<file path="src/rtl/tc_uart_io.sv">
// tc_uart_io: TinyComp serial I/O responder, one 8N1 UART channel behind the CPU Input/Output interface
// Ports: Ph0 clock, Reset async active-high; OutStrobe/OutData push a byte into the TX FIFO;
// InStrobe acknowledges the RX byte; InData = {21'b0, FrameErr, TxFull, Overrun, RxByte};
// InRdy flags an unread RX byte; RxD serial in (async), TxD serial out (idle high).
module tc_uart_io #(
  parameter int CLKS_PER_BIT = 868,
  parameter int TXFIFO_DEPTH = 4
) (
  input  logic        Ph0,
  input  logic        Reset,
  input  logic        OutStrobe,
  input  logic [31:0] OutData,
  input  logic        InStrobe,
  output logic [31:0] InData,
  output logic        InRdy,
  input  logic        RxD,
  output logic        TxD
);
  localparam int CW = $clog2(CLKS_PER_BIT);
  localparam int AW = $clog2(TXFIFO_DEPTH);
  localparam logic [CW-1:0] LAST = CW'(CLKS_PER_BIT - 1);
  localparam logic [CW-1:0] MID = CW'(CLKS_PER_BIT / 2 - 1);
  typedef enum logic [1:0] {IDLE, START, DATA, STOP} state_t;
  state_t tx_st, rx_st;
  logic [CW-1:0] tx_cnt, rx_cnt;
  logic [2:0] tx_bit, rx_bit;
  logic [7:0] tx_sh, rx_sh, rx_byte;
  logic [7:0] mem [TXFIFO_DEPTH];
  logic [AW:0] wr_ptr, rd_ptr;
  logic rx_s1, rx_s, rx_armed, overrun, frame_err;
  logic empty, full, pop, push, tx_end, rx_samp;
  logic unused_out;
  assign unused_out = ^OutData[31:8];
  assign empty = wr_ptr == rd_ptr;
  assign full = (wr_ptr[AW] != rd_ptr[AW]) && (wr_ptr[AW-1:0] == rd_ptr[AW-1:0]);
  assign tx_end = tx_cnt == LAST;
  // a pop frees the slot being written, so a full FIFO still accepts a byte then
  assign pop = !empty && (tx_st == IDLE || (tx_st == STOP && tx_end));
  assign push = OutStrobe && (!full || pop);
  assign rx_samp = rx_cnt == (rx_st == START ? MID : LAST);
  assign InData = {21'b0, frame_err, full, overrun, rx_byte};
  always_ff @(posedge Ph0)
    if (push) mem[wr_ptr[AW-1:0]] <= OutData[7:0];
  always_ff @(posedge Ph0 or posedge Reset)
    if (Reset) begin
      tx_st <= IDLE;
      tx_cnt <= '0;
      tx_bit <= '0;
      tx_sh <= '0;
      TxD <= 1'b1;
      wr_ptr <= '0;
      rd_ptr <= '0;
    end else begin
      if (push) wr_ptr <= wr_ptr + 1'b1;
      if (pop) rd_ptr <= rd_ptr + 1'b1;
      // TxD is registered from the current state, so it lags the FSM by one cycle
      TxD <= tx_st == START ? 1'b0 : tx_st == DATA ? tx_sh[0] : 1'b1;
      tx_cnt <= (tx_st == IDLE || tx_end) ? '0 : tx_cnt + 1'b1;
      if (pop) begin
        tx_sh <= mem[rd_ptr[AW-1:0]];
        tx_st <= START;
      end else if (tx_end)
        case (tx_st)
          START: begin
            tx_st <= DATA;
            tx_bit <= '0;
          end
          DATA: begin
            tx_sh <= tx_sh >> 1;
            tx_bit <= tx_bit + 1'b1;
            if (tx_bit == 3'd7) tx_st <= STOP;
          end
          STOP: tx_st <= IDLE;
          default: tx_st <= IDLE;
        endcase
    end
  always_ff @(posedge Ph0 or posedge Reset)
    if (Reset) begin
      rx_s1 <= 1'b0;
      rx_s <= 1'b0;
      rx_armed <= 1'b0;
      rx_st <= IDLE;
      rx_cnt <= '0;
      rx_bit <= '0;
      rx_sh <= '0;
      rx_byte <= '0;
      InRdy <= 1'b0;
      overrun <= 1'b0;
      frame_err <= 1'b0;
    end else begin
      rx_s1 <= RxD;
      rx_s <= rx_s1;
      rx_cnt <= (rx_st == IDLE || rx_samp) ? '0 : rx_cnt + 1'b1;
      // a line held low across reset release must not look like a start bit
      if (rx_s) rx_armed <= 1'b1;
      if (InStrobe) begin
        InRdy <= 1'b0;
        overrun <= 1'b0;
        frame_err <= 1'b0;
      end
      case (rx_st)
        IDLE: if (rx_armed && !rx_s) rx_st <= START;
        START: if (rx_samp) begin
          rx_st <= rx_s ? IDLE : DATA;
          rx_bit <= '0;
        end
        DATA: if (rx_samp) begin
          rx_sh <= {rx_s, rx_sh[7:1]};
          rx_bit <= rx_bit + 1'b1;
          if (rx_bit == 3'd7) rx_st <= STOP;
        end
        STOP: if (rx_samp) begin
          rx_st <= IDLE;
          if (!rx_s) frame_err <= 1'b1;
          else if (!InRdy || InStrobe) begin
            rx_byte <= rx_sh;
            InRdy <= 1'b1;
          end else overrun <= 1'b1;
        end
        default: rx_st <= IDLE;
      endcase
    end
endmodule

</file>
<file path="config.mk">
export PLATFORM = sky130hd
export DESIGN_NAME = tc_uart_io
export DESIGN_NICKNAME = d
export VERILOG_FILES = /design/src/rtl/tc_uart_io.sv
export SDC_FILE = /design/constraint.sdc
export NUM_CORES = 1
export LEC_CHECK = 0
export ABC_AREA = 1
export CAP_MARGIN = 40
export CORE_ASPECT_RATIO = 0.9
export CORE_MARGIN = 2
export CORE_UTILIZATION = 58
export CTS_CLUSTER_SIZE = 25
export DETAILED_ROUTE_END_ITERATION = 16
export PLACE_DENSITY = 0.85
export SLEW_MARGIN = 0
export SYNTH_ARGS = -nofsm -noshare
export SYNTH_HDL_FRONTEND = slang
export SYNTH_SLANG_ARGS = --single-unit
</file>
<file path="constraint.sdc">
create_clock -name Ph0 -period 5.8 [get_ports Ph0]
set_input_delay 1.74 -clock Ph0 [delete_from_list [all_inputs] [get_ports Ph0]]
set_output_delay 1.74 -clock Ph0 [all_outputs]
set_load 0.03 [all_outputs]
</file>
# ---- After elaboration in Yosys (flattened, before gate mapping)
# Memories as Yosys holds them, arrays and structs flattened.
# Index checks and enable logic that the tools add are counted.
dict set report op_classes {
  eq_ne 19
  n_bitwise 1
  reduce_logical 27
  add_sub_neg 6
  muxes 39
}
# op n
set ops {}
lappend ops {{$mux 10} 3}
lappend ops {{$mux 8} 3}
lappend ops {{$add 10x1->10 const B} 2}
lappend ops {{$mux 1} 18}
lappend ops {{$mux 2} 9}
lappend ops {{$add 3x1->3 const B} 4}
lappend ops {{$pmux 3 s2} 2}
lappend ops {{$eq 10x10->1} 1}
lappend ops {{$eq 10x10->1 const B} 1}
lappend ops {{$eq 2x2->1 const B} 4}
lappend ops {{$ne 2x2->1 const B} 4}
lappend ops {{$pmux 2 s4} 1}
lappend ops {{$reduce_bool 2->1} 4}
lappend ops {{$eq 3x3->1 const B} 2}
lappend ops {{$mux 3} 2}
lappend ops {{$reduce_and 2->1} 3}
lappend ops {{$reduce_and 3->1} 2}
lappend ops {{$logic_and 1x1->1} 5}
lappend ops {{$logic_or 1x1->1} 5}
lappend ops {{$reduce_and 5->1} 1}
lappend ops {{$eq 2x1->1 const B} 2}
lappend ops {{$logic_not 1->1} 4}
lappend ops {{$logic_not 2->1} 2}
lappend ops {{$pmux 2 s2} 1}
lappend ops {{7 further kinds} 7}
dict set report word_totals {
  input_bits 37
  memories 1
  regBits 67
  ram_bits 32
  out_inout_bits 34
  word_cells 111
}
# memory words word_bits rd rd_ports_with_merged_regs write_ports line_no
set memory_table {}
lappend memory_table {mem 4 8 1 0 1 28} ;# logic [7:0] mem [TXFIFO_DEPTH];

# ---- Logic depth before layout (Yosys ltp)
dict set report logic_depth {
  word_depth 8
  depth_mapped 10
  ltp_nobuf 10
}

# ---- Worst setup path after synthesis
# No wires, ideal clock.
dict set report synth_path {
  kind {reg-to-output}
  startpoint {reg rd_ptr[0]}
  endpoint {out InData[9]}
  t_arrival_ns 1.042
  n_path_buf 2
  t_required_ns 4.060
  slack_ns 3.018
  path_stages_with_launch 6
  cell_sequence {dfrtp_1 -> buf_2 -> xnor2_1 -> nand2_1 -> nor2_1 -> buf_4}
}
dict set report synth_via {
  elab_chain_len 2
}
# element line_no
set synth_rtl {}
lappend synth_rtl {{from (decl)} 29} ;# logic [AW:0] wr_ptr, rd_ptr;
lappend synth_rtl {{from (signal assigned)} 55} ;# if (pop) rd_ptr <= rd_ptr + 1'b1;
lappend synth_rtl {{$eq 2x2->1} 35} ;# assign full = (wr_ptr[AW] != rd_ptr[AW]) && (wr_ptr[AW-1:0] == rd_ptr[AW-1:0]);
lappend synth_rtl {{$logic_and 1x1->1} 35}
lappend synth_rtl {{to (decl)} 14} ;# output logic [31:0] InData,
# Every way passes these cells.

# ---- Worst setup path after layout
# Same ends and word-level chain as after synthesis.

==> flow_metrics.tcl <==
set metrics [dict create \
    status "finished, final reports clean" \
    wirelength_um 8097 \
    leakage_nw 2.241 \
    cp_data_arrival_time_ns 2.27 \
    clk_pin_slew_ns 0.09 \
    yosysWarnings 0 \
    rows 31 \
    setup_viol 0 \
    fin_util_pct 64.25 \
    comb_power_share_pct 29.9 \
    synth_seq_cells 99 \
    layout-drive-gt1-share_pct 9.552 \
    io-pin-count 71 \
    syn_to_final_growth_pct 8.574 \
    drt-pass1-iter-count 5 \
    numCtsBuffers 9 \
    clock_latency_ns 0.36 \
    antenna_found_initial 0 \
    grt_pass1_wl_um 13500 \
    synth_area_mm2 0.004728 \
    drc 0 \
    overflow 0 \
    hold_path.class "flip-flop to flip-flop" \
    layout.cells.non_filler 612 \
    fin_nets 561 \
    period_share_pct 69.18 \
    ctsHoldBuffers 0 \
    place_congestion 0.8248 \
    final_common_cell "nand2_1" \
    p_switching_w 0.0007422 \
    grt.total_usage_pct 19.55 \
    clkSinkCount 99 \
    die_y_um 89.66 \
    synth.distinct_cells 39 \
    ctsResizeCount 0 \
    clkPwrFrac_pct 21.2 \
    fin_crit_ns 4.013 \
    synthCells 486 \
    cts_root_buffer "clkbuf_8" \
    slew_violations 0 \
    finalSetupTns_ns 0 \
    dp_hpwl_um 5575 \
    cts_tree "yes" \
    viasPerCell 5.170 \
    p_seq_share_pct 48.9 \
    cp.required_ns 4.06 \
    io_buffers 25 \
    die_w_um 99.18 \
    ant_nets 0 \
    antenna_cells 0 \
    vdd_drop_max_v 0.0001633 \
    core-area_mm2 0.007990 \
    crit_path_max_fanout 19 \
    regArea_mm2 0.002639 \
    htreeDepth 3 \
    synth_seq_area_share_pct 55.81 \
    mostFrequentLayoutCells "nand2_1, dfrtp_1, nor2_1" \
    dp.cells 596 \
    clock_skew_ns 0.01081 \
    die-area_mm2 0.008892 \
    wl_per_cell_um 13.23 \
    cp-end-kind "output port" \
    power-per-cell-area_mw_per_mm2 392.4 \
    n_fill_cell 615 \
    path_class "flip-flop to output port" \
    rsz0062_at_grt "no" \
    first_iter_violations 238 \
    swShare_pct 36.84 \
    relSlewSlack_pct 41.64 \
    final_hold_viol_count 0 \
    startpoint_type "flip-flop" \
    clockBufferDepth 2 \
    synth_area_per_cell_um2 9.729 \
    initial_utilization_pct 59.18 \
    grt_max_degree 41 \
    worst_pin_slew_ns 0.8730 \
    grt_pass1_vias 3023 \
    max_freq_mhz 249.2 \
    multi_input_area_mm2 0.001717 \
    cts_setup_buffers 0 \
    p_int_w 0.001272 \
    vias 3164 \
    maxCapViolCount 0 \
]
==> Yosys cell counts <==
cell      instances  area, µm²
nand2_1          91      341.6
dfrtp_1          66       1652
nor2_1           66      247.7
inv_1            48      180.2
edfxtp_1         32      960.9
buf_4            26      195.2
nand3_1          23      115.1
o21ai_0          18      90.09
o21ai_2          18      157.7
ha_1             16      200.2
a21oi_1          10      50.05
a21o_1            7      52.55
o211ai_1          7      52.55
nor3_1            6      30.03
nor3b_1           6      45.04
xnor2_1           5      43.79
buf_2             4      20.02
clkbuf_1          3      11.26
inv_2             3      11.26
xor2_1            3      26.28
buf_6             2      22.52
clkinv_1          2      7.510
nand2_2           2      12.51
nand3_4           2      35.03
nor2_2            2      12.51
nor4_1            2      12.51
o22ai_1           2      12.51
o31ai_1           2      15.01
or2_2             2      12.51
a31o_2            1      8.760
conb_1            1      3.750
dfstp_2           1      26.28
nand3b_1          1      7.510
nand4_1           1      6.260
nor2_8            1      20.02
o21a_1            1      7.510
o21bai_1          1      7.510
o22a_1            1      8.760
or2_0             1      6.260
==> power groups by stage <==
stage | combinational, W | sequential, W | clock [W]
finish | 0.000602 | 0.000985 | 0.000427
CTS | 0.000603 | 0.000983 | 0.000438
global placement | 0.000565 | 0.000987 | 0
detailed placement | 0.000599 | 0.000996 | 0
floorplan | 0.000509 | 0.000954 | 0
global route | 0.000690 | 0.00100 | 0.000467
==> per-layer routing <==
layer  global-route usage [%]  up-vias  routed length [µm]
met5                        0        -                   0
met4                    5.853        0                 106
met3                    5.728       13                 467
met2                    35.14       89                4098
met1                    23.22     1487                3425
li1                         -     1575                   -
==> registers in the layout, summed over array words and instances, names as in the netlist, named ones only <==
signal     count
tx_sh          8
tx_st          2
frame_err      1
tx_cnt        10
rx_cnt        10
mem           32
TxD            1
wr_ptr         3
tx_bit         3
rx_byte        8
rx_bit         3
rd_ptr         3
rx_armed       1
rx_s1          1
InRdy          1
rx_sh          8
overrun        1
rx_st          1
rx_s           1
==> per-stage QoR <==
step	worst slack [ns]	hold WS (ns)	area (µm²)	total power, W
2_1_floorplan	2.379	0.3312	4803	0.001463
3_3_place_gp	2.242	0.3329	4936	0.001552
3_5_place_dp	2.188	0.3505	4936	0.001595
4_1_cts	1.799	0.3725	5134	0.002024
5_1_grt	1.673	0.3730	5134	0.002160
6_report	1.787	0.3673	5134	0.002015
==> path summary, 6_finish.rpt <==
check / startpoint / to / slack [ns] / depth (start not counted)
hold reg to reg: rx_s1 / rx_s / 0.37 / 0
max in group asynchronous: Reset / rx_sh[2] / 3.15 / 3
setup reg to reg: tx_cnt[0] / mem[3][3] / 2.19 / 9
min in group asynchronous: Reset / tx_bit[0] / 1.75 / 2
hold / removal: rx_s1 / rx_s / 0.37 / 0
setup / recovery: rd_ptr[0] / InData[9] / 1.79 / 4
==> final cells by class <==
cell class                 instances  area share (%)
sequential                        99           51.40
multi-input combinational        319           33.44
timing repair buffer              26           5.021
inverter                          53           3.875
clock buffer                      12           3.242
tap                               99           2.413
clock inverter                     4          0.6093
==> critical path: stages (launching register included) <==
cell and delay [ns]:
dfrtp_1 0.73, xnor2_1 0.21, nand2_1 0.07, nor2_1 0.20, clkdlybuf4s50_1 0.71
==> cells by family (layout without fill, tap and decap cells) <==
kind of cell,Yosys count,after routing,synth area share [%]
fa+ha+maj,16,16,4.234
other cells,1,21,0.07931
simple gates,206,206,19.13
compound gates,68,68,9.791
flops,99,99,55.81
buf+inv,88,95,9.473
xor+xnor,8,8,1.482
No activity file was read; power rests on OpenSTA's default activity.
==> variant 1: new RTL, same settings <==
Set the parameter `TXFIFO_DEPTH` to 2 (it was 4).
--- a/src/rtl/tc_uart_io.sv
+++ b/src/rtl/tc_uart_io.sv
@@ -6,3 +6,3 @@
   parameter int CLKS_PER_BIT = 868,
-  parameter int TXFIFO_DEPTH = 4
+  parameter int TXFIFO_DEPTH = 2
 ) (
Check against the original RTL: not equivalent (Yosys sat finds a counterexample within 4 cycles, from zero or initial values and one cycle with Reset high).
==> variant 1 against the unedited design <==
Critical endpoint unchanged. Synthesized area down 19%. Clock skew is 0.0026 ns lower. Worst setup slack improved by 0.23 ns. Critical path type unchanged. Global-route usage fell by 0.21 points. Highest routed layer unchanged. Sequential cell count fell by 18. Power decreased by 18%. Design area decreased by 17%. Wire length down 22%. Largest cell class unchanged.
==> variant 1: results (changes against the unedited design) <==
- R2R Path End: mem[1][4]
- Wire length on met3: 344 um (-26%)
- WL met2: 3.093 mm (-25%)
- Wl on met1: 2.783 mm (-19%)
- Met1 Usage GRT: 0.2355 (+0.003361)
- Number of synthesized flops with an enable pin: 16 (-50%)
- Worst Setup SP: rd_ptr[0]
- Global-route wire length before repair: 10.67 mm (-21%)
- DRT Pass-1 Iters: 4 (-1)
- Multi-input combinational area share: 0.3268 (-0.007637)
- Netlist cell types: 35 (-10%)
- Slew @ Worst Pin: 0.6652 ns (-0.2078 ns)
- Worst path top cell family by delay: buffers and inverters
- First DRT Iteration DRCs: 115 (-52%)
- Largest cells by area after synthesis: dfrtp_1 42%, edfxtp_1 13%, nand2_1 10%
- Net Sw Frac: 0.3546 (-0.01385)
- Layout fillers: 513 (-17%)
- Outcome: completed
- Seq_cells: 81 (-18%)
- Hpwl dp: 4.475 mm (-20%)
- Comb_multi_in: 272 (-15%)
- GRT met2 Usage: 0.3221 (-0.02929)
- Leak Pwr: 2.059 nW (-8.1%)
- CP Max Fanout: 11 (-8)
- Logic inverters: 51 (-3.8%)
- Routability congestion estimate: 0.8145 (-1.2%)
- Share of cells above drive strength 1: 0.07175 (-0.02377)
- Total Wirelength: 6.277 mm (-22%)
- Buffering overhead: 0.06070 (+0.01049)
- Worst slack, placed: 2.387 ns (+0.1987 ns)
- Vias in the first global route: 2469 (-18%)
- Gr usage total: 0.1934 (-0.002066)
- Max reg flops: 16 (-50%)
- Worst path slowest cell: clkdlybuf4s50_1
- Peak VDD IR: 0.2482 mV (+52%)
- Met3 usage: 0.06606 (+0.008781)
- Seq area share: 0.4965 (-0.01755)
-- variant 1: metrics by stage --
step | instance area, um2 | utilization | power (mW) | instances | hold WS (ns)
CTS | 4247 | 0.6552 | 1.660 | 536 | 0.3551
detailed placement | 4058 | 0.6261 | 1.262 | 520 | 0.3355
global route | 4247 | 0.6552 | 1.771 | 536 | 0.3714
global placement | 4058 | 0.6261 | 1.235 | 520 | 0.3325
floorplan | 3900 | - | 1.169 | 434 | 0.3312
finish | 4247 | 0.6552 | 1.651 | 536 | 0.3531
-- variant 1: cells by family (layout without fill, tap and decap cells) --
kind of cell | count (synthesis) | after routing | share of synthesized area
other cells | 1 | 21 | 0.0009804
flops | 81 | 81 | 0.5512
simple gates | 191 | 191 | 0.2241
buf+inv | 81 | 93 | 0.1057
compound gates | 43 | 43 | 0.06837
fa+ha+maj | 11 | 11 | 0.03598
xor+xnor | 6 | 6 | 0.01374
==> variant 2: new RTL, config.mk and constraints unchanged <==
Made on the original files. Reset style: synchronous (`Reset`), changed in 2 clocked blocks. Comments in the files are not updated.
--- a/src/rtl/tc_uart_io.sv
+++ b/src/rtl/tc_uart_io.sv
@@ -43,3 +43,3 @@
     if (push) mem[wr_ptr[AW-1:0]] <= OutData[7:0];
-  always_ff @(posedge Ph0 or posedge Reset)
+  always_ff @(posedge Ph0)
     if (Reset) begin
@@ -76,3 +76,3 @@
     end
-  always_ff @(posedge Ph0 or posedge Reset)
+  always_ff @(posedge Ph0)
     if (Reset) begin
Check against the original RTL: differs if Reset is asserted again (counterexample within 4 cycles, from zero or initial values and one cycle with Reset high); with Reset held inactive, the same outputs for 10 cycles.
==> variant 2 against the unedited design <==
Design area fell by 4.7%. Wire length down 1.1%. Core utilization grew 0.95 points. Synthesized area is 5.9% lower. Power shrank 12%. Sequential cell count is 2 higher. Synthesized cell count is 5.3% higher. Worst setup slack improved by 0.29 ns. Critical endpoint is now tx_cnt[7].
==> variant 2: results (changes against the unedited design) <==
- Synth Flop Type: dfxtp_1
- Routability congestion estimate: 0.8002 (-3.0%)
- Hold EP: rx_s
- Synth cell count leaders: 89 x nor2_1, 69 x dfxtp_1, 63 x nand2_1
- R2R Path End: mem[0][0]
- Vias/cell: 5.165 (about the same)
- Critical Path Max Stage Delay: 0.88 ns (+0.15 ns)
- Gr usage total: 0.2054 (+0.009926)
- Netlist cell types: 36 (-7.7%)
- R2R setup slack: 3.06 ns (+0.87 ns)
- Global-route wire length before repair: 13.37 mm (-1.0%)
- Largest net degree at the start of global routing: 22 (-46%)
- Worst path arrival time: 3.98 ns (+1.71 ns)
- Adder-cell share of the synthesized area: 0.04498 (+0.002642)
- Reg2reg start: tx_cnt[0]
- Vias in the first global route: 3083 (+2.0%)
- Fraction of registers with async set/reset: 0 (-0.6768)
- DRT Pass-1 Iters: 4 (-1)
- Xor and xnor area share after synthesis: 0.02165 (+0.006829)
- Outcome: completed
- Share of cells above drive strength 1: 0.06122 (-0.03429)
- Fin Hold WS: 0.4112 ns (+0.04390 ns)
- Peak VDD IR: 0.2835 mV (+74%)
- Hpwl dp: 5.494 mm (-1.4%)
- Placed Area: 0.004667 mm2 (-5.4%)
- Hold Path Cell Cnt: 2 (+2)
- Layout fillers: 609 (-0.98%)
[variant 2: final cells by class]
type                    count  area share
clock buffers               9     0.02531
clock inverters             7     0.02122
inverters                  55     0.04218
multi-input cells         341      0.3556
flip-flops and latches    101      0.4785
well taps                  96     0.02454
repair buffers             26     0.05266
[variant 2: per-stage QoR]
step / setup WS (ns) / cells / util
2_1_floorplan: 3.170 / 532 / -
3_3_place_gp: 1.772 / 619 / 0.6217
3_5_place_dp: 1.735 / 619 / 0.6217
4_1_cts: 2.126 / 635 / 0.6520
5_1_grt: 1.960 / 635 / 0.6520
6_report: 2.081 / 635 / 0.6520
[variant 2: metal layers]
metal	vias to the layer above	GRT usage	wire length [um]	part of all wire
met5	-	0	0	0
met4	0	0.06402	162	0.020
met3	13	0.06320	286	0.036
met2	81	0.3523	3982	0.50
met1	1509	0.2472	3580	0.45
li1	1677	-	-	-
[variant 2: worst max-delay path by stage]
stage	depth (start not counted)	slack [ns]	end	from
after floorplan	2	3.17	mem[0][0]	OutStrobe
after global placement	5	1.77	tx_cnt[7]	Reset
after detailed placement	5	1.74	tx_cnt[7]	Reset
after CTS	4	2.13	InData[9]	wr_ptr[0]
after global routing	5	1.96	tx_cnt[7]	Reset
final	5	2.08	tx_cnt[7]	Reset
[variant 2: power breakdown]
part	leakage (nW)	switching [mW]	internal (mW)
Clock	0.115	0.255	0.250
Combinational	0.987	0.279	0.131
Sequential	0.854	0.0647	0.801
Total	1.96	0.598	1.18
[variant 2: kinds of logic (layout without fill, tap and decap cells)]
group                      Yosys count  count (layout)
AOI/OAI and AO/OA                   79              79
xor gates and xnor gates            11              11
DFF                                101             101
and+or+nand+nor                    214             214
other                                1              21
adders and majority gates           16              16
buffers and inverters               90              97
